$ cat config.mk
export PLATFORM = sky130hd
export DESIGN_NAME = vga_timing_gen
export DESIGN_NICKNAME = d
export VERILOG_FILES = /design/src/rtl/vga_timing_pkg.sv /design/src/rtl/sync_delay_line.sv /design/src/rtl/vga_timing_gen.sv
export SDC_FILE = /design/constraint.sdc
export NUM_CORES = 1
export LEC_CHECK = 0
export ABC_AREA = 1
export ABC_CLOCK_PERIOD_IN_PS = 1550
export CAP_MARGIN = 20
export CORE_UTILIZATION = 49
export CTS_BUF_LIST = sky130_fd_sc_hd__clkbuf_16
export CTS_CLUSTER_DIAMETER = 150
export DETAILED_ROUTE_END_ITERATION = 7
export GPL_TIMING_DRIVEN = 0
export PLACE_DENSITY = 0.84
export SYNTH_ARGS = -nofsm -noshare
export SYNTH_HDL_FRONTEND = slang
export SYNTH_SLANG_ARGS = --single-unit
$ cat constraint.sdc
create_clock -name clk -period 1.55 [get_ports clk]
set_input_delay 0.155 -clock clk [delete_from_list [all_inputs] [get_ports clk]]
set_output_delay 0.155 -clock clk [all_outputs]
set_load 0.05 [all_outputs]
$ cat src/rtl/vga_timing_pkg.sv
// Shared VGA timing constants: default 640x480@60 geometry, sync polarity
// encoding and the colour-bar palette used by the built-in test pattern.
package vga_timing_pkg;

    localparam int VGA_H_DISPLAY = 640;
    localparam int VGA_H_FRONT   = 16;
    localparam int VGA_H_SYNC    = 96;
    localparam int VGA_H_BACK    = 48;
    localparam int VGA_V_DISPLAY = 480;
    localparam int VGA_V_FRONT   = 10;
    localparam int VGA_V_SYNC    = 2;
    localparam int VGA_V_BACK    = 33;

    localparam int VGA_H_TOTAL = VGA_H_DISPLAY + VGA_H_FRONT + VGA_H_SYNC + VGA_H_BACK;
    localparam int VGA_V_TOTAL = VGA_V_DISPLAY + VGA_V_FRONT + VGA_V_SYNC + VGA_V_BACK;

    // Level a sync pin takes while the pulse is active.
    typedef enum logic {
        SYNC_ACTIVE_LOW  = 1'b0,
        SYNC_ACTIVE_HIGH = 1'b1
    } sync_pol_e;

    // Eight vertical bars, left to right.
    localparam logic [11:0] BAR_COLOURS [8] = '{
        12'hFFF, 12'hFF0, 12'h0FF, 12'h0F0,
        12'hF0F, 12'hF00, 12'h00F, 12'h000
    };

    function automatic logic [11:0] bar_colour(input logic [2:0] idx);
        return BAR_COLOURS[idx];
    endfunction

endpackage

$ cat src/rtl/sync_delay_line.sv
// Fixed-depth shift register with synchronous reset to RST_VAL.
// DEPTH = 0 degenerates to a plain wire.
module sync_delay_line #(
    parameter int               WIDTH   = 1,
    parameter int               DEPTH   = 1,
    parameter logic [WIDTH-1:0] RST_VAL = '0
) (
    input  logic             clk,
    input  logic             reset,
    input  logic [WIDTH-1:0] din,
    output logic [WIDTH-1:0] dout
);

    generate
        if (DEPTH == 0) begin : g_wire
            logic unused_ctl;
            assign unused_ctl = clk ^ reset;
            assign dout       = din;
        end else begin : g_shift
            logic [WIDTH-1:0] stage [DEPTH];

            // Shift one stage per clk; reset clears every stage.
            always_ff @(posedge clk) begin
                if (reset) begin
                    for (int i = 0; i < DEPTH; i++) stage[i] <= RST_VAL;
                end else begin
                    stage[0] <= din;
                    for (int i = 1; i < DEPTH; i++) stage[i] <= stage[i-1];
                end
            end

            assign dout = stage[DEPTH-1];
        end
    endgenerate

endmodule

$ cat src/rtl/vga_timing_gen.sv
// VGA raster timing generator. Counters drive the overlay readers undelayed;
// blank/sync are delayed by PIPE_LAT clks plus one output register so they
// line up with the colour coming back on rgb_in.
// Optional build macro VGA_TEST_PATTERN_EN: replaces rgb_in with an internal
// 8-bar colour pattern aligned exactly like the external path.
module vga_timing_gen
    import vga_timing_pkg::*;
#(
    parameter int   H_DISPLAY = VGA_H_DISPLAY,
    parameter int   H_FRONT   = VGA_H_FRONT,
    parameter int   H_SYNC    = VGA_H_SYNC,
    parameter int   H_BACK    = VGA_H_BACK,
    parameter int   V_DISPLAY = VGA_V_DISPLAY,
    parameter int   V_FRONT   = VGA_V_FRONT,
    parameter int   V_SYNC    = VGA_V_SYNC,
    parameter int   V_BACK    = VGA_V_BACK,
    parameter int   CLK_DIV   = 4,
    parameter int   PIPE_LAT  = 3,
    parameter logic SYNC_POL  = SYNC_ACTIVE_LOW
) (
    input  logic        clk,
    input  logic        reset,
    input  logic [11:0] rgb_in,
    output logic [9:0]  pixel_x,
    output logic [9:0]  pixel_y,
    output logic        pixel_tick,
    output logic        frame_start,
    output logic        video_on,
    output logic        hsync,
    output logic        vsync,
    output logic [11:0] rgb_out
);

    localparam int H_TOTAL = H_DISPLAY + H_FRONT + H_SYNC + H_BACK;
    localparam int V_TOTAL = V_DISPLAY + V_FRONT + V_SYNC + V_BACK;

    localparam logic [3:0] DIV_LAST = 4'(CLK_DIV - 1);
    localparam logic [9:0] H_LAST   = 10'(H_TOTAL - 1);
    localparam logic [9:0] V_LAST   = 10'(V_TOTAL - 1);
    localparam logic [9:0] H_VIS    = 10'(H_DISPLAY);
    localparam logic [9:0] V_VIS    = 10'(V_DISPLAY);
    localparam logic [9:0] HS_START = 10'(H_DISPLAY + H_FRONT);
    localparam logic [9:0] HS_END   = 10'(H_DISPLAY + H_FRONT + H_SYNC);
    localparam logic [9:0] VS_START = 10'(V_DISPLAY + V_FRONT);
    localparam logic [9:0] VS_END   = 10'(V_DISPLAY + V_FRONT + V_SYNC);

    logic [3:0]  div_cnt;
    logic [9:0]  h_cnt;
    logic [9:0]  v_cnt;
    logic        vis, hs, vs;
    logic [2:0]  flags_d;
    logic [11:0] colour_src;

    assign pixel_tick = (div_cnt == DIV_LAST);
    assign pixel_x    = h_cnt;
    assign pixel_y    = v_cnt;

    // Pixel-rate divider: free-runs 0..CLK_DIV-1.
    always_ff @(posedge clk) begin
        if (reset || pixel_tick) div_cnt <= 4'd0;
        else                     div_cnt <= div_cnt + 4'd1;
    end

    // Raster position: h advances per pixel, v advances on each h wrap.
    always_ff @(posedge clk) begin
        if (reset) begin
            h_cnt <= 10'd0;
            v_cnt <= 10'd0;
        end else if (pixel_tick) begin
            if (h_cnt == H_LAST) begin
                h_cnt <= 10'd0;
                v_cnt <= (v_cnt == V_LAST) ? 10'd0 : v_cnt + 10'd1;
            end else begin
                h_cnt <= h_cnt + 10'd1;
            end
        end
    end

    // First clk of pixel (0,0) is the only clk with all three counters at zero;
    // reset gating makes the clk right after reset release the pulse.
    assign frame_start = !reset && (div_cnt == 4'd0) && (h_cnt == 10'd0) && (v_cnt == 10'd0);

    assign vis = (h_cnt < H_VIS) && (v_cnt < V_VIS);
    assign hs  = (h_cnt >= HS_START) && (h_cnt < HS_END);
    assign vs  = (v_cnt >= VS_START) && (v_cnt < VS_END);

    sync_delay_line #(
        .WIDTH  (3),
        .DEPTH  (PIPE_LAT),
        .RST_VAL(3'b000)
    ) u_flag_dly (
        .clk  (clk),
        .reset(reset),
        .din  ({vis, hs, vs}),
        .dout (flags_d)
    );

`ifdef VGA_TEST_PATTERN_EN
    localparam logic [9:0] BAR_W = 10'(H_DISPLAY / 8);

    logic [9:0]  bar_idx_full;
    logic [11:0] bar_raw;
    logic        unused_pattern;

    // Columns past the last bar are blanked, so only the low 3 bits matter.
    assign bar_idx_full   = h_cnt / BAR_W;
    assign bar_raw        = bar_colour(bar_idx_full[2:0]);
    assign unused_pattern = ^{rgb_in, bar_idx_full[9:3]};

    sync_delay_line #(
        .WIDTH  (12),
        .DEPTH  (PIPE_LAT),
        .RST_VAL(12'h000)
    ) u_bar_dly (
        .clk  (clk),
        .reset(reset),
        .din  (bar_raw),
        .dout (colour_src)
    );
`else
    assign colour_src = rgb_in;
`endif

    // Output stage: blank-gate the colour and apply sync polarity.
    always_ff @(posedge clk) begin
        if (reset) begin
            rgb_out  <= 12'h000;
            video_on <= 1'b0;
            hsync    <= ~SYNC_POL;
            vsync    <= ~SYNC_POL;
        end else begin
            rgb_out  <= flags_d[2] ? colour_src : 12'h000;
            video_on <= flags_d[2];
            hsync    <= ~(flags_d[1] ^ SYNC_POL);
            vsync    <= ~(flags_d[0] ^ SYNC_POL);
        end
    end

endmodule
==> results summary, run 1 <==
The standby leakage power came out at ~1.5 nW. After synthesis, the most frequently instantiated cells are 57 x sky130_fd_sc_hd__nand2_1, 55 x sky130_fd_sc_hd__nor2_1, 48 x sky130_fd_sc_hd__dfxtp_1. Of the total power, registers draw 0.435.

The total area of multi-input combinational cells is between 1000 and 1500 um^2. The number of antenna repair diodes is 0. The ratio of final minimum period to clock period came out at 1.09. The sum of net half-perimeters after detailed placement came out at 3550 um. The arrival time of the worst setup path came out at about 1.5 ns.

The summed negative setup slack over all endpoints came out at -0.136 ns. The per-cell routed wire length came out at roughly 14 um. For this design the top-level I/O count stands at between 50 and 60. The die outline height came out at slightly below 70 um. The transition at the pin with the smallest max-transition slack is approximately 0.52 ns. For this configuration, the core starts out at a cell density of 0.525. The path class of the tightest hold or removal check is input port to register. The portion of the post-synthesis area used by sequential elements is 0.441. Synthesis produced a netlist with a net count of 320. The share of flip-flops with an asynchronous set or reset after synthesis came out at 0. Broken down by cell family, the worst path's largest delay share belongs to simple AND/OR/NAND/NOR gates. Buffers inserted during clock tree synthesis total 5. The growth of design area from synthesis to finish is 40.2%. The internal power came out at ~2.3 mW. The most used flip-flop cell after synthesis is sky130_fd_sc_hd__dfxtp_1. The final reports fail on setup timing.

The die span in x came out at 68.7 um. The starting DRC count in detailed routing came out at roughly 130. The clock tree skew after final layout came out at 0.00697 ns. The run finished, with violations left. Once detail routing completed, the nets flagged for antenna violations numbered 0. The first global-routing pass estimated 8230 um of wire. The count of buffering cells on the critical path with inverters included is 1. The unique cell type count in the Yosys netlist is 30. The cell count after synthesis came out at 300. The floorplan has 23 rows. The TritonCTS clock tree is done. After detailed routing, the number of vias per cell comes to 5.10. At the end of routability-driven placement, the weighted congestion stood at approximately 0.9. The final routed DRC violation total is 0. The synthesized design contains 0 enable-type register cells. The number of clock sinks seen by CTS is 48. STA classifies the critical path endpoint as a primary output.

The overall via count from detail_route is around 2100. In this run the number of H-tree levels came out at 2. The pin count of the biggest net entering global routing is 17.

The highest cell delay on the worst timing path is roughly 0.37 ns. Yosys instantiated no cell more often than sky130_fd_sc_hd__nand2_1. The average size of a mapped cell came out at between 7 and 8 um^2.

The hold violation count in the final report is 0. After synthesis the netlist holds a flip-flop and latch count of 48. Counting tap cells, the placed design contains a total of 400 instances.

The final routed wirelength across all metal layers is about 5700 um. The initial antenna violation count was 0. The total net switching power is 635 uW.

The critical path is of the register to primary output type. The number of hold-repair buffers added at the cts stage is 0. The pre-antenna-repair detailed-routing pass consisted of 5 iterations. The total area of sequential cells came out at ~980 um^2.

The global router's overall resource usage is 0.242. In the post-synthesis netlist, the biggest area contributors are sky130_fd_sc_hd__dfxtp_1 44%, sky130_fd_sc_hd__nand2_1 9.8%, sky130_fd_sc_hd__nor2_1 9.5%, sky130_fd_sc_hd__inv_1 7.4%, sky130_fd_sc_hd__ha_1 3.4%. In this run the tightest slew margin relative to its limit is 0.650. The tree is rooted in a sky130_fd_sc_hd__clkbuf_16.

The full die area came out at around 4700 um^2. Setup repair after global routing could not meet its margin everywhere. The cell with the largest stage delay on the worst path is sky130_fd_sc_hd__dfxtp_2.

The total number of yosys warnings came out at 0. The slack of the critical path came out at -0.136 ns. During placement, the flow inserted port buffers numbering 50. The number of global-route vias before repair is 1837.

The minimum clock period after layout is ~1.7 ns. Measured on the finished design, the core utilization comes to 0.736. The clock transition time at the flip-flop clock pins of the worst setup and hold paths came out at around 0.070 ns. Of the total power, the clock network draws 0.485. The synthesized cell area came out at 2180 um^2. Of the total power, the share spent switching nets is 0.218. In this run the standard cell core region covers around 4100 um^2. The power per unit of standard cell area came out at approximately 950 nW/um^2. The share of post-route cells with drive strength above 1 came out at 0.215. Of the post-synthesis cell area, the dominant cell type holds 0.441. For this run, the number of standard cells in the final layout without fillers is around 410.

The count of final max-slew check failures is 0. Clock latency on the worst-skew pair, taken at its later pin, is ~0.29 ns. The biggest area contributor in the post-synthesis netlist is sky130_fd_sc_hd__dfxtp_1.

The combinational power share came out at 0.080. The global-route congestion overflow total came out at 0. The highest attainable clock frequency is around 590 MHz.

The maximum resistive drop on vdd came out at ~0.47 mV. The number of maximum-capacitance violations came out at 0. In this run the deepest clock path goes through 2 buffers. The data required time at the worst endpoint came out at 1.39 ns. The worst setup path is launched from a register. Setup violations remaining at the end of the flow were counted as 1. The number of nets in the finished design came out at ~380. Traced cell by cell, the critical path runs through nor4_4 > nand4_1 > nor2_4 > buf_6. The reg-to-reg setup timing slack came out at ~0.09 ns.

Fill cells in the final layout number between 300 and 400. In this run the worst path has a maximum fanout of 6.
-- layer usage --
metal  global-route usage  part of all wire  vias to the layer above  wire length, um
met2                0.420              0.51                       94             2920
met1                0.277              0.40                      950             2250
met3               0.0592             0.061                       18              348
li1                     -                 -                     1045                -
met4                0.112             0.028                        0              160
met5                    0                 0                        -                0
-- power by group through the flow --
stage / Combinational (mW) / Sequential (mW) / Clock (mW)
finish: 0.233 / 1.26 / 1.41
floorplan: 0.111 / 1.32 / 0
CTS: 0.222 / 1.27 / 1.42
global route: 0.254 / 1.27 / 1.47
detailed placement: 0.219 / 1.30 / 0
global placement: 0.216 / 1.29 / 0
-- worst paths after layout --
check	start	end	cells past startpoint
setup / recovery	pixel_x[3]	frame_start	4
setup reg to reg	pixel_y[0]	pixel_y[8]	9
hold / removal	reset	pixel_x[2]	2
hold reg to reg	u_flag_dly.g_shift.stage[0][6]	vsync	1
-- final cells by class --
type,count,share of cell area
buffer,3,0.00533
clock inverter,3,0.0226
multi-input combinational,189,0.344
sequential,48,0.321
clock buffer,5,0.0410
inverter,60,0.0779
tap,50,0.0205
timing repair buffer,55,0.167
-- kinds of logic (layout without fill, tap and decap cells) --
family          Yosys count  count (layout)  share of synthesized area
flops                    48              48                      0.441
fa+ha+maj                 6               6                     0.0345
simple gates            163             163                      0.359
xor+xnor                  2               2                    0.00805
compound gates           18              18                     0.0466
buf+inv                  63             126                      0.111
-- cell usage in the layout (no fill, tap or decap), types with 2 or more instances in the layout --
cell type and n:
sky130_fd_sc_hd__nor3_2 3, sky130_fd_sc_hd__dlymetal6s2s_1 4, sky130_fd_sc_hd__o21ai_1 2, sky130_fd_sc_hd__buf_6 2, sky130_fd_sc_hd__inv_4 5, sky130_fd_sc_hd__dfxtp_2 6
sky130_fd_sc_hd__nor2_1 52, sky130_fd_sc_hd__bufinv_16 2, sky130_fd_sc_hd__inv_2 16, sky130_fd_sc_hd__nand2_1 55, sky130_fd_sc_hd__a211oi_1 3, sky130_fd_sc_hd__nor3_1 3
sky130_fd_sc_hd__inv_1 39, sky130_fd_sc_hd__xor2_1 2, sky130_fd_sc_hd__nor2_2 5, sky130_fd_sc_hd__nor2_4 5, sky130_fd_sc_hd__nand3_1 15, sky130_fd_sc_hd__ha_1 3
sky130_fd_sc_hd__dfxtp_1 39, sky130_fd_sc_hd__o21ai_0 3, sky130_fd_sc_hd__ha_4 2, sky130_fd_sc_hd__dfxtp_4 3, sky130_fd_sc_hd__clkdlybuf4s50_1 12, sky130_fd_sc_hd__nand2_2 7
sky130_fd_sc_hd__a21oi_1 8, sky130_fd_sc_hd__dlygate4sd2_1 32, sky130_fd_sc_hd__nand4_1 8, sky130_fd_sc_hd__nand2_4 2, sky130_fd_sc_hd__clkbuf_16 5, sky130_fd_sc_hd__buf_4 6
-- sequential cells by signal, summed over array words and instances (netlist names) --
signal and flops:
div_cnt 4, hsync 1, pixel_x 10, pixel_y 10, rgb_out 12, u_flag_dly.g_shift.stage 9
video_on 1, vsync 1
-- metrics by stage --
step | power (mW) | cell area, um^2 | hold slack (ns) | worst slack (ns)
after floorplan | 1.43 | 2190 | 0.233 | 0.0178
after global placement | 1.51 | 2760 | 0.354 | -0.868
after detailed placement | 1.51 | 2760 | 0.360 | -0.885
after CTS | 2.91 | 2930 | 0.285 | -0.155
after global routing | 2.99 | 3050 | 0.355 | -0.164
final | 2.91 | 3050 | 0.326 | -0.136
-- what timing repair did --
item                       in CTS  in global routing
hold endpoints to repair        0                  0
buffers inserted                1                  4
pin swaps                       1                  5
gates resized for setup        49                 30
setup endpoints to repair      33                  7
cloned                          0                  0
Note: power is estimated with default switching activity, not from simulation.
==> inputs of run 2 (changes only) <==
- REMOVE_ABC_BUFFERS: default -> 1
- SYNTH_HIERARCHICAL: default -> 1
==> run 2 against run 1 <==
Net effect: the flow still finishes with violations (setup timing); clock skew shrank 0.0031 ns; cell count shrank 0.48%; combinational power grew 4%; clock power shrank 28%; cell area grew 1.1%; sequential cell count is the same; count of clock-buffer cells in the layout is the same; fmax shrank 6.9%; synthesized cell count shrank 3.0%; area after synthesis shrank 2.0%; total power shrank 13%; non-clock buffer count grew 13.
==> results summary, run 2 <==
The data required time at the worst endpoint came out at 1.39 ns (about the same). The worst slack at placement was -1.14 ns (was -0.885 ns). The number of endpoints failing setup at the final stage came to 11 (was 1). The final hold slack came out at 0.368 ns (was 0.326 ns). The end point of the most critical hold path was hsync (was pixel_x[2]). The synthesized cell area is 2130 um^2 (was 2180 um^2). The launch instance of the worst min-delay path is u_flag_dly/g_shift.stage[0][7] (was reset). Largest cells by area after synthesis: sky130_fd_sc_hd__dfxtp_1 45%, sky130_fd_sc_hd__nand2_1 9.8%, sky130_fd_sc_hd__inv_1 9.7%, sky130_fd_sc_hd__nor2_1 9.5%, sky130_fd_sc_hd__nand3_1 3.8% (was sky130_fd_sc_hd__dfxtp_1 44%, sky130_fd_sc_hd__nand2_1 9.8%, sky130_fd_sc_hd__nor2_1 9.5%, sky130_fd_sc_hd__inv_1 7.4%, sky130_fd_sc_hd__ha_1 3.4%). The arrival time of the worst setup path is 1.66 ns (was 1.53 ns). The count of flip-flops with a built-in enable after synthesis is 0 (unchanged). The largest fanout of any net on the critical path was 5 (was 6).

The core area came out at 4090 um^2 (was 4140 um^2). The global-route congestion overflow total is 0 (unchanged). The endpoint of the most critical register-to-register path is pixel_y[2] (was pixel_y[8]).

The most common cell after layout, fill and taps aside is sky130_fd_sc_hd__nand2_1 (unchanged). The clock tree skew after final layout came out at 0.00385 ns (was 0.00697 ns). The transition at the pin with the smallest max-transition slack is 0.501 ns (was 0.525 ns). The total of flip-flops plus latches after synthesis is 48 (unchanged). The number of antenna repair diodes came out at 0 (unchanged). The biggest area consumer among synthesized cells is sky130_fd_sc_hd__dfxtp_1 (unchanged). Cell types with the highest counts after synthesis: 56 x sky130_fd_sc_hd__nand2_1, 55 x sky130_fd_sc_hd__inv_1, 54 x sky130_fd_sc_hd__nor2_1 (was 57 x sky130_fd_sc_hd__nand2_1, 55 x sky130_fd_sc_hd__nor2_1, 48 x sky130_fd_sc_hd__dfxtp_1).

The critical path's top delay family was simple AND/OR/NAND/NOR gates (unchanged). Violations in the final reports: setup timing (unchanged). The proportion of netlist area held by the largest area contributor is 0.450 (was 0.441). The max-slew headroom at the worst pin came out at 0.665 (was 0.650).

The starting DRC count in detailed routing was 123 (was 126). The overall via count from detail_route is 2124 (was 2107). The count of final max-slew check failures came to 0 (unchanged). Leading cell types in the layout, fill and taps excluded: 52 x sky130_fd_sc_hd__nand2_1, 51 x sky130_fd_sc_hd__nor2_1, 46 x sky130_fd_sc_hd__inv_1 (was 55 x sky130_fd_sc_hd__nand2_1, 52 x sky130_fd_sc_hd__nor2_1, 39 x sky130_fd_sc_hd__inv_1, 39 x sky130_fd_sc_hd__dfxtp_1, 32 x sky130_fd_sc_hd__dlygate4sd2_1). The highest attainable clock frequency came out at 552 MHz (was 593 MHz). The number of buffers created by CTS came out at 5 (unchanged). The portion of the post-synthesis area used by sequential elements is 0.450 (was 0.441). The per-cell routed wire length came to 13.7 um (about the same). The total number of yosys warnings came out at 6 (was 0).

The quantity of I/O buffers inserted on ports came out at 50 (unchanged). The maximum resistive drop on vdd was 0.570 mV (was 0.473 mV). The number of nets in the finished design is 381 (was 382). The number of maximum-capacitance violations came to 0 (unchanged). The remaining antenna violation count is 0 (unchanged). The die outline height came out at 68 um (was 68.7 um). The launching point of the worst reg2reg path is pixel_x[0] (was pixel_y[0]). The global-route wire length before repair is 7610 um (was 8230 um). The global router's overall resource usage is 0.221 (was 0.242). Critical Path, Cell by Cell: inv_4 > ha_4 > nand2_2 > inv_2 > nand4_1 > nor4_2 > buf_4 (was nor4_4 > nand4_1 > nor2_4 > buf_6). The cell with the largest stage delay on the worst path is sky130_fd_sc_hd__dfxtp_4 (was sky130_fd_sc_hd__dfxtp_2).

The ratio of final minimum period to clock period is 1.17 (was 1.09). The H-tree level count is 2 (unchanged). The number of clock sinks seen by CTS is 48 (unchanged). The number of flip-flops under the largest register name came out at 12 (unchanged).

The die span in x is 68 um (was 68.7 um). The total non-filler cell area in the finished layout came out at 3090 um^2 (was 3050 um^2). The final routed DRC violation total came out at 0 (unchanged).

The starting density of the core is 0.522 (was 0.525). The sum of net half-perimeters after detailed placement is 3220 um (was 3550 um). The type of the worst setup path is register to primary output (unchanged).

The full die area came out at 4620 um^2 (was 4710 um^2). The count of buffering cells on the critical path with inverters included is 3 (was 1). The worst-skew pair later-pin latency is 0.29 ns (about the same).

The flip-flop cell with the highest count after synthesis was sky130_fd_sc_hd__dfxtp_1 (unchanged). The number of global-route vias before repair is 1745 (was 1837). The hold path depth came out at 1 (was 2). The maximum number of buffers from clock root to sink was 2 (unchanged). The post-place instance area came out at 2640 um^2 (was 2760 um^2).

The minimum clock period after layout is 1.81 ns (was 1.69 ns). The number of placed I/O pins is 51 (unchanged). The number of hold-repair buffers added at the cts stage came to 0 (unchanged). The via count normalized by instance count is 5.17 (was 5.10). The reg-to-reg setup timing slack came out at -0.09 ns (was 0.09 ns). The sum of internal, switching and leakage power is 2.53 mW (was 2.91 mW).

The type of destination of the critical path was a primary output (unchanged). The power per unit of standard cell area is 820 nW/um^2 (was 953 nW/um^2). The TritonCTS clock tree is done (unchanged). The hold violation count in the final report was 0 (unchanged). The clock root buffer is sky130_fd_sc_hd__clkbuf_16 (unchanged). The growth of design area from synthesis to finish is 44.5% (was 40.2%). The clock transition time at the flip-flop clock pins of the worst setup and hold paths was 0.06 ns (was 0.07 ns). The most numerous cell in the Yosys netlist is sky130_fd_sc_hd__nand2_1 (unchanged). The startpoint class of the critical path is a register (unchanged).

The slack of the critical path is -0.261 ns (was -0.136 ns). The share of flip-flops with an asynchronous set or reset after synthesis is 0 (unchanged). The average size of a mapped cell is 7.34 um^2 (was 7.26 um^2). The number of detailed-routing iterations run before antenna repair was 4 (was 5). The depth of the worst register-to-register path came out at 10 (was 9).

The standard-cell row count is 23 (unchanged). The unique cell type count in the Yosys netlist came out at 30 (unchanged). The standby leakage power came out at 1.52 nW (about the same). Outcome: complete, but fails checks (unchanged).

The initial antenna violation count is 0 (unchanged). The pin count of the biggest net entering global routing is 19 (was 17). The final routed wirelength across all metal layers came to 5620 um (was 5680 um). The highest cell delay on the worst timing path came out at 0.36 ns (was 0.37 ns). The share of post-route cells with drive strength above 1 is 0.227 (was 0.215). RSZ-0062 raised after global routing: true (unchanged). The weighted congestion at the end of routability-driven global placement was 0.856 (was 0.903). The classification of the worst-slack hold path is register to register (was input port to register). The register with the highest flop count is rgb_out (unchanged). The number of standard cells after synthesis is 291 (was 300).
[run 2: how the worst max path moves through the flow]
stage | slack (ns) | cells past startpoint | to | from
6_report | -0.26 | 7 | frame_start | pixel_x[0]
4_1_cts | -0.19 | 7 | frame_start | pixel_y[0]
2_1_floorplan | -1.06 | 6 | frame_start | pixel_y[0]
3_5_place_dp | -1.14 | 5 | frame_start | reset
3_3_place_gp | -1.15 | 5 | frame_start | reset
5_1_grt | -0.29 | 7 | frame_start | pixel_x[0]
[run 2: power by group]
group          total, mW  internal, mW  switching (mW)
clock               1.02         0.585           0.440
sequential          1.26          1.24          0.0168
combinational      0.242         0.101           0.141
total               2.53          1.93           0.598
[run 2: timing repair]
action / 4_1_cts / 5_1_grt
gates resized for setup: 56 / 52
endpoints found under the setup margin: 65 / 20
pin swaps: 2 / 9
setup buffers: 4 / 17
[run 2: per-stage QoR]
stage / std cells / utilization / TNS (ns)
2_1_floorplan: 283 / - / -6.33
3_3_place_gp: 383 / 0.645 / -17.04
3_5_place_dp: 383 / 0.645 / -18.16
4_1_cts: 394 / 0.691 / -0.189
5_1_grt: 411 / 0.755 / -1.50
6_report: 411 / 0.755 / -0.799
[run 2: logic make-up after synthesis]
logic type | share of synthesized area
simple gates | 0.314
buf+inv | 0.132
flops | 0.450
compound gates | 0.0522
fa+ha+maj | 0.0352
xor+xnor | 0.0164
[run 2: layer usage]
metal  global-route usage  wire (um)  share of wire  up-vias
met1                0.260       2190           0.39      994
met5                    0          0              0        -
li1                     -          -              -     1029
met3               0.0433        352          0.063       19
met2                0.379       2880           0.51       82
met4                0.109        198          0.035        0
[run 2: cell type report]
type | instances | area [um^2]
clock buffer | 5 | 125
clock inverter | 2 | 12.5
fill | 309 | 1000
inverter | 58 | 233
multi-input combinational | 177 | 998
sequential | 48 | 993
tap | 50 | 62.6
timing repair buffer | 71 | 661
==> inputs of run 3 (changes only) <==
- SKIP_CTS_REPAIR_TIMING: default -> 1
==> run 3 against run 2 <==
Net effect: the flow still finishes with violations (setup timing); critical path type unchanged; combinational power shrank 7%; worst hold slack lost 0.066 ns; first-iteration DRC count grew 1.6%; clock power is essentially flat; clock skew grew 0.00071 ns; largest power group unchanged.
==> results summary, run 3 (synthesis gave the netlist of run 2 again) <==
The H-tree level count was 2 (unchanged). The weighted congestion at the end of routability-driven global placement came out at 0.856 (unchanged). The full die area came to 4620 um^2 (unchanged). The clock transition time at the flip-flop clock pins of the worst setup and hold paths came out at 0.06 ns (about the same). The pin count of the biggest net entering global routing came out at 19 (unchanged).

The launching point of the worst reg2reg path was pixel_x[0] (unchanged). The largest fanout of any net on the critical path came out at 6 (was 5). The starting DRC count in detailed routing came out at 125 (was 123). The clock tree skew after final layout is 0.00456 ns (was 0.00385 ns). The hold path depth was 2 (was 1).

The number of buffers created by CTS came out at 5 (unchanged). The global-route wire length before repair came to 7200 um (was 7610 um). The overall via count from detail_route came to 2033 (was 2124). The sequential share of power came to 0.506 (was 0.499). The launch instance of the worst min-delay path is reset (was u_flag_dly/g_shift.stage[0][7]). The number of antenna repair diodes is 0 (unchanged). The startpoint class of the critical path is a register (unchanged). The share of post-route cells with drive strength above 1 came out at 0.156 (was 0.227). The total area of multi-input combinational cells is 975 um^2 (was 998 um^2).

The number of nets in the finished design is 367 (was 381). The type of the worst setup path is register to primary output (unchanged). The cell with the largest stage delay on the worst path was sky130_fd_sc_hd__dfxtp_2 (was sky130_fd_sc_hd__dfxtp_4). The minimum clock period after layout came to 1.70 ns (was 1.81 ns). The highest attainable clock frequency was 588 MHz (was 552 MHz). The register with the highest flop count is rgb_out (unchanged). The number of maximum-capacitance violations is 0 (unchanged). The arrival time of the worst setup path was 1.55 ns (was 1.66 ns). The classification of the worst-slack hold path was input port to register (was register to register). The final routed wirelength across all metal layers came out at 5340 um (was 5620 um). RSZ-0062 raised after global routing: true (unchanged).

The max-slew headroom at the worst pin came to 0.653 (was 0.665). The sum of net half-perimeters after detailed placement is 3220 um (unchanged). The count of final max-slew check failures came out at 0 (unchanged). The number of detailed-routing iterations run before antenna repair came out at 4 (unchanged).

The utilization of the core after routing came out at 0.744 (was 0.755). Among the stages of the critical path, the cell type that occurs most often is sky130_fd_sc_hd__inv_1. The maximum resistive drop on vdd is 0.588 mV (was 0.570 mV). The filler cell count came out at 295 (was 309).

The number of clock sinks seen by CTS is 48 (unchanged). The die outline height was 68 um (unchanged). The ratio of final minimum period to clock period came out at 1.10 (was 1.17). The count of buffering cells on the critical path with inverters included is 3 (unchanged). The number of flip-flops under the largest register name came out at 12 (unchanged). Outcome: complete, but fails checks (unchanged). The via count normalized by instance count is 5.12 (was 5.17). The data required time at the worst endpoint is 1.39 ns (about the same). The total area of sequential cells was 977 um^2 (was 993 um^2).

The initial antenna violation count came to 0 (unchanged). The total net switching power is 580 uW (was 598 uW). The worst-skew pair later-pin latency came to 0.29 ns (about the same). The combinational power share is 0.089 (was 0.096). The TritonCTS clock tree is done (unchanged). The clock root buffer is sky130_fd_sc_hd__clkbuf_16 (unchanged). The number of endpoints failing setup at the final stage is 1 (was 11). The internal power is 1.93 mW (about the same). The depth of the worst register-to-register path came to 9 (was 10). Violations in the final reports: setup timing (unchanged).

The power per unit of standard cell area came out at 826 nW/um^2 (was 820 nW/um^2). The growth of design area from synthesis to finish is 42.4% (was 44.5%). The maximum number of buffers from clock root to sink is 2 (unchanged). The remaining antenna violation count is 0 (unchanged). The core area came out at 4090 um^2 (unchanged). The quantity of I/O buffers inserted on ports is 50 (unchanged).

The highest cell delay on the worst timing path is 0.35 ns (was 0.36 ns). The type of destination of the critical path was a primary output (unchanged). The standard-cell row count came out at 23 (unchanged).

The die span in x is 68 um (unchanged). The critical path's top delay family was buffers and inverters (was simple AND/OR/NAND/NOR gates). The transition at the pin with the smallest max-transition slack is 0.520 ns (was 0.501 ns). The part of the power in the clock network was 0.405 (about the same). The launch point of the critical path is pixel_y[0] (was pixel_x[0]).

The starting density of the core is 0.522 (unchanged). The number of global-route vias before repair came to 1684 (was 1745). The slack of the critical path came to -0.150 ns (was -0.261 ns).

The global-route congestion overflow total is 0 (unchanged). The hold violation count in the final report is 0 (unchanged). The switching portion of total power is 0.231 (was 0.237).

Critical Path, Cell by Cell: inv_1 > ha_1 > nand2_1 > inv_1 > nand4_1 > nor4_2 > buf_4 (was inv_4 > ha_4 > nand2_2 > inv_2 > nand4_1 > nor4_2 > buf_4). Leading cell types in the layout, fill and taps excluded: 55 x sky130_fd_sc_hd__inv_1, 55 x sky130_fd_sc_hd__nand2_1, 49 x sky130_fd_sc_hd__nor2_1 (was 52 x sky130_fd_sc_hd__nand2_1, 51 x sky130_fd_sc_hd__nor2_1, 46 x sky130_fd_sc_hd__inv_1). The standby leakage power came to 1.82 nW (was 1.52 nW). The per-cell routed wire length is 13.4 um (was 13.7 um). The count of cell instances traversed by the critical path is 7 (unchanged). The final routed DRC violation total is 0 (unchanged). The worst slack at placement came to -1.14 ns (unchanged). The number of placed I/O pins came to 51 (unchanged). The global router's overall resource usage is 0.210 (was 0.221).
-- run 3: changes by cell type in the layout (fill, tap and decap cells not counted), moves of 3 or more --
cell / change
sky130_fd_sc_hd__dlymetal6s2s_1: +29
sky130_fd_sc_hd__dfxtp_1: +3
sky130_fd_sc_hd__dfxtp_4: -5
sky130_fd_sc_hd__inv_1: +9
sky130_fd_sc_hd__dlygate4sd2_1: -29
sky130_fd_sc_hd__inv_4: -4
sky130_fd_sc_hd__nand2_1: +3
sky130_fd_sc_hd__inv_2: -5
sky130_fd_sc_hd__nand2_2: -3
sky130_fd_sc_hd__buf_4: -15
-- run 3: worst paths after layout --
kind                 endpoint  slack (ns)
setup / recovery  frame_start       -0.15
hold / removal     pixel_y[8]        0.30
setup reg to reg   pixel_y[1]        0.05
hold reg to reg         hsync        0.37
-- run 3: metal layers --
metal / up-vias / track usage / share of wire
met3: 11 / 0.0433 / 0.070
met5: - / 0 / 0
met1: 951 / 0.245 / 0.38
met4: 0 / 0.107 / 0.019
met2: 82 / 0.360 / 0.53
li1: 989 / - / -
-- run 3: cell type report --
type / count / area share
sequential: 48 / 0.322
multi-input combinational: 177 / 0.321
timing repair buffer: 57 / 0.218
inverter: 58 / 0.0741
clock buffer: 5 / 0.0412
tap: 50 / 0.0206
clock inverter: 2 / 0.00412
-- run 3: power by group through the flow --
stage / Clock (mW) / Combinational [mW] / Sequential (mW)
finish: 1.02 / 0.224 / 1.27
global route: 1.09 / 0.241 / 1.27
CTS: 1.04 / 0.202 / 1.27
detailed placement: 0 / 0.201 / 1.30
global placement: 0 / 0.197 / 1.29
floorplan: 0 / 0.0882 / 1.32
-- run 3: through the flow --
| step | total power [mW] | setup TNS [ns] | instance area (um^2) | cells | hold slack [ns] |
|---|---|---|---|---|---|
| 6_report | 2.51 | -0.150 | 3040 | 397 | 0.302 |
| 5_1_grt | 2.60 | -0.262 | 3040 | 397 | 0.342 |
| 4_1_cts | 2.51 | -13.50 | 2780 | 390 | 0.370 |
| 3_5_place_dp | 1.50 | -18.16 | 2640 | 383 | 0.356 |
| 3_3_place_gp | 1.49 | -17.04 | 2640 | 383 | 0.354 |
| 2_1_floorplan | 1.41 | -6.33 | 2070 | 283 | 0.217 |
==> RTL edit: new RTL, config.mk and constraints of run 1 <==
Set the parameter `PIPE_LAT` to 5 (it was 3).
--- a/src/rtl/vga_timing_gen.sv
+++ b/src/rtl/vga_timing_gen.sv
@@ -16,5 +16,5 @@
     parameter int   V_BACK    = VGA_V_BACK,
     parameter int   CLK_DIV   = 4,
-    parameter int   PIPE_LAT  = 3,
+    parameter int   PIPE_LAT  = 5,
     parameter logic SYNC_POL  = SYNC_ACTIVE_LOW
 ) (
Formal check against the unedited RTL: not equivalent (Yosys sat finds a counterexample within 10 cycles, from zero or initial values and one cycle with reset high).
==> RTL edit against run 1 <==
The run still ends with setup timing left; worst setup slack improved by 0.067 ns; synthesized area increased by 9.0%; combinational power increased by 13%; die area increased by 8.7%; routed wire length decreased by 0.76%; sequential cell count increased by 6; total power decreased by 2.2%; final area increased by 8.0%; utilization decreased by 0.47 points; register-to-register slack got worse by 0.05 ns; sequential power increased by 12%; highest routed layer unchanged.
==> RTL edit: results (changes against run 1) <==
status: finished, violations left
failing checks: setup timing
Post-DP Area: 0.00295 sq mm (+7.1%)
pre-CTS setup slack: -0.851 ns (+0.0337 ns)
# fillers: 338 (+6.3%)
GRT Util Overall: 21.2% (-3.0 points)
Synth Area in XOR/XNOR: 0.369% (-0.44 points)
ClkCell Share: 4.67% (-1.7 points)
DRT iter0 DRCs: 97 (-23%)
Setup Buffers After CTS: 0 (-1)
largest net degree at the start of global routing: 20 (+3)
multi-input gates: 183 (-3.2%)
dpl cells: 414 (+3.5%)
post-CTS sizing: 56 (+14%)
inverter count: 71 (+18%)
Finish-stage setup viols: 1 (unchanged)
Mapped Area: 0.00237 sq mm (+9.0%)
Post-Layout Cell Count: 436 (+5.6%)
Leading cell kind: sequential cells
CP max FO: 3 (-3)
Post-synth top cells: inv_1 (64), dfxtp_1 (54), nand2_1 (50)
adder-cell area share of the yosys netlist: 3.16% (-0.28 points)
number of global-route vias before repair: 1950 (+6.2%)
Multi-input gate area: 0.00110 sq mm (+4.4%)
fin worst setup slack: -0.0694 ns (+0.0667 ns)
vias: 2209 (+4.8%)
Sink Count: 54 (+13%)
first-pass GRT wire length: 8.39 mm (+1.9%)
Distinct cells, synth: 35 (+17%)
P_clk: 1.17 mW (-17%)
synthesized net count: 332 (+3.8%)
Buffers excl. clock: 68 (+17%)
post-synthesis compound-gate area fraction: 5.33% (+0.67 points)
DR pass1 iterations: 4 (-1)
final RePlAce weighted congestion: 0.945 (+4.7%)
Seq/Total Area, Yosys: 45.6% (+1.4 points)
worst vdd ir: 0.572 mV (+21%)
Final Skew: 0.0111 ns (+0.00416 ns)
WL per Instance: 12.9 um (-6.0%)
Total Neg Setup Slack: -0.0694 ns (+0.0667 ns)
P_int: 2.14 mW (-5.9%)
[RTL edit: path summary, 6_finish.rpt]
check                                                                  to                                       from  cells after the start  slack, ns
worst max-delay path                                          frame_start                    pixel_y[0]$_SDFFE_PP0P_                      6      -0.07
worst min-delay path            u_flag_dly.g_shift.stage[0][2]$_SDFF_PP0_                                      reset                      2       0.24
worst max register to register                    pixel_y[4]$_SDFFE_PP0P_                      div_cnt[0]$_SDFF_PP0_                      9       0.04
worst min register to register                           vsync$_SDFF_PP1_  u_flag_dly.g_shift.stage[4][0]$_SDFF_PP0_                      1       0.37
[RTL edit: layer usage]
layer / part of all wire [%] / up-vias / track usage (%)
li1: - / 1101 / -
met1: 42 / 1009 / 25.4
met2: 49 / 78 / 35.1
met3: 5.6 / 21 / 6.75
met4: 3.0 / 0 / 9.37
met5: 0 / - / 0
[RTL edit: critical path: stages (launching register included)]
cell and delay [ns]:
dfxtp_2 0.32, inv_2 0.08, ha_4 0.15, nand4_1 0.10, nand3b_1 0.21, nor2_4 0.12
buf_6 0.16
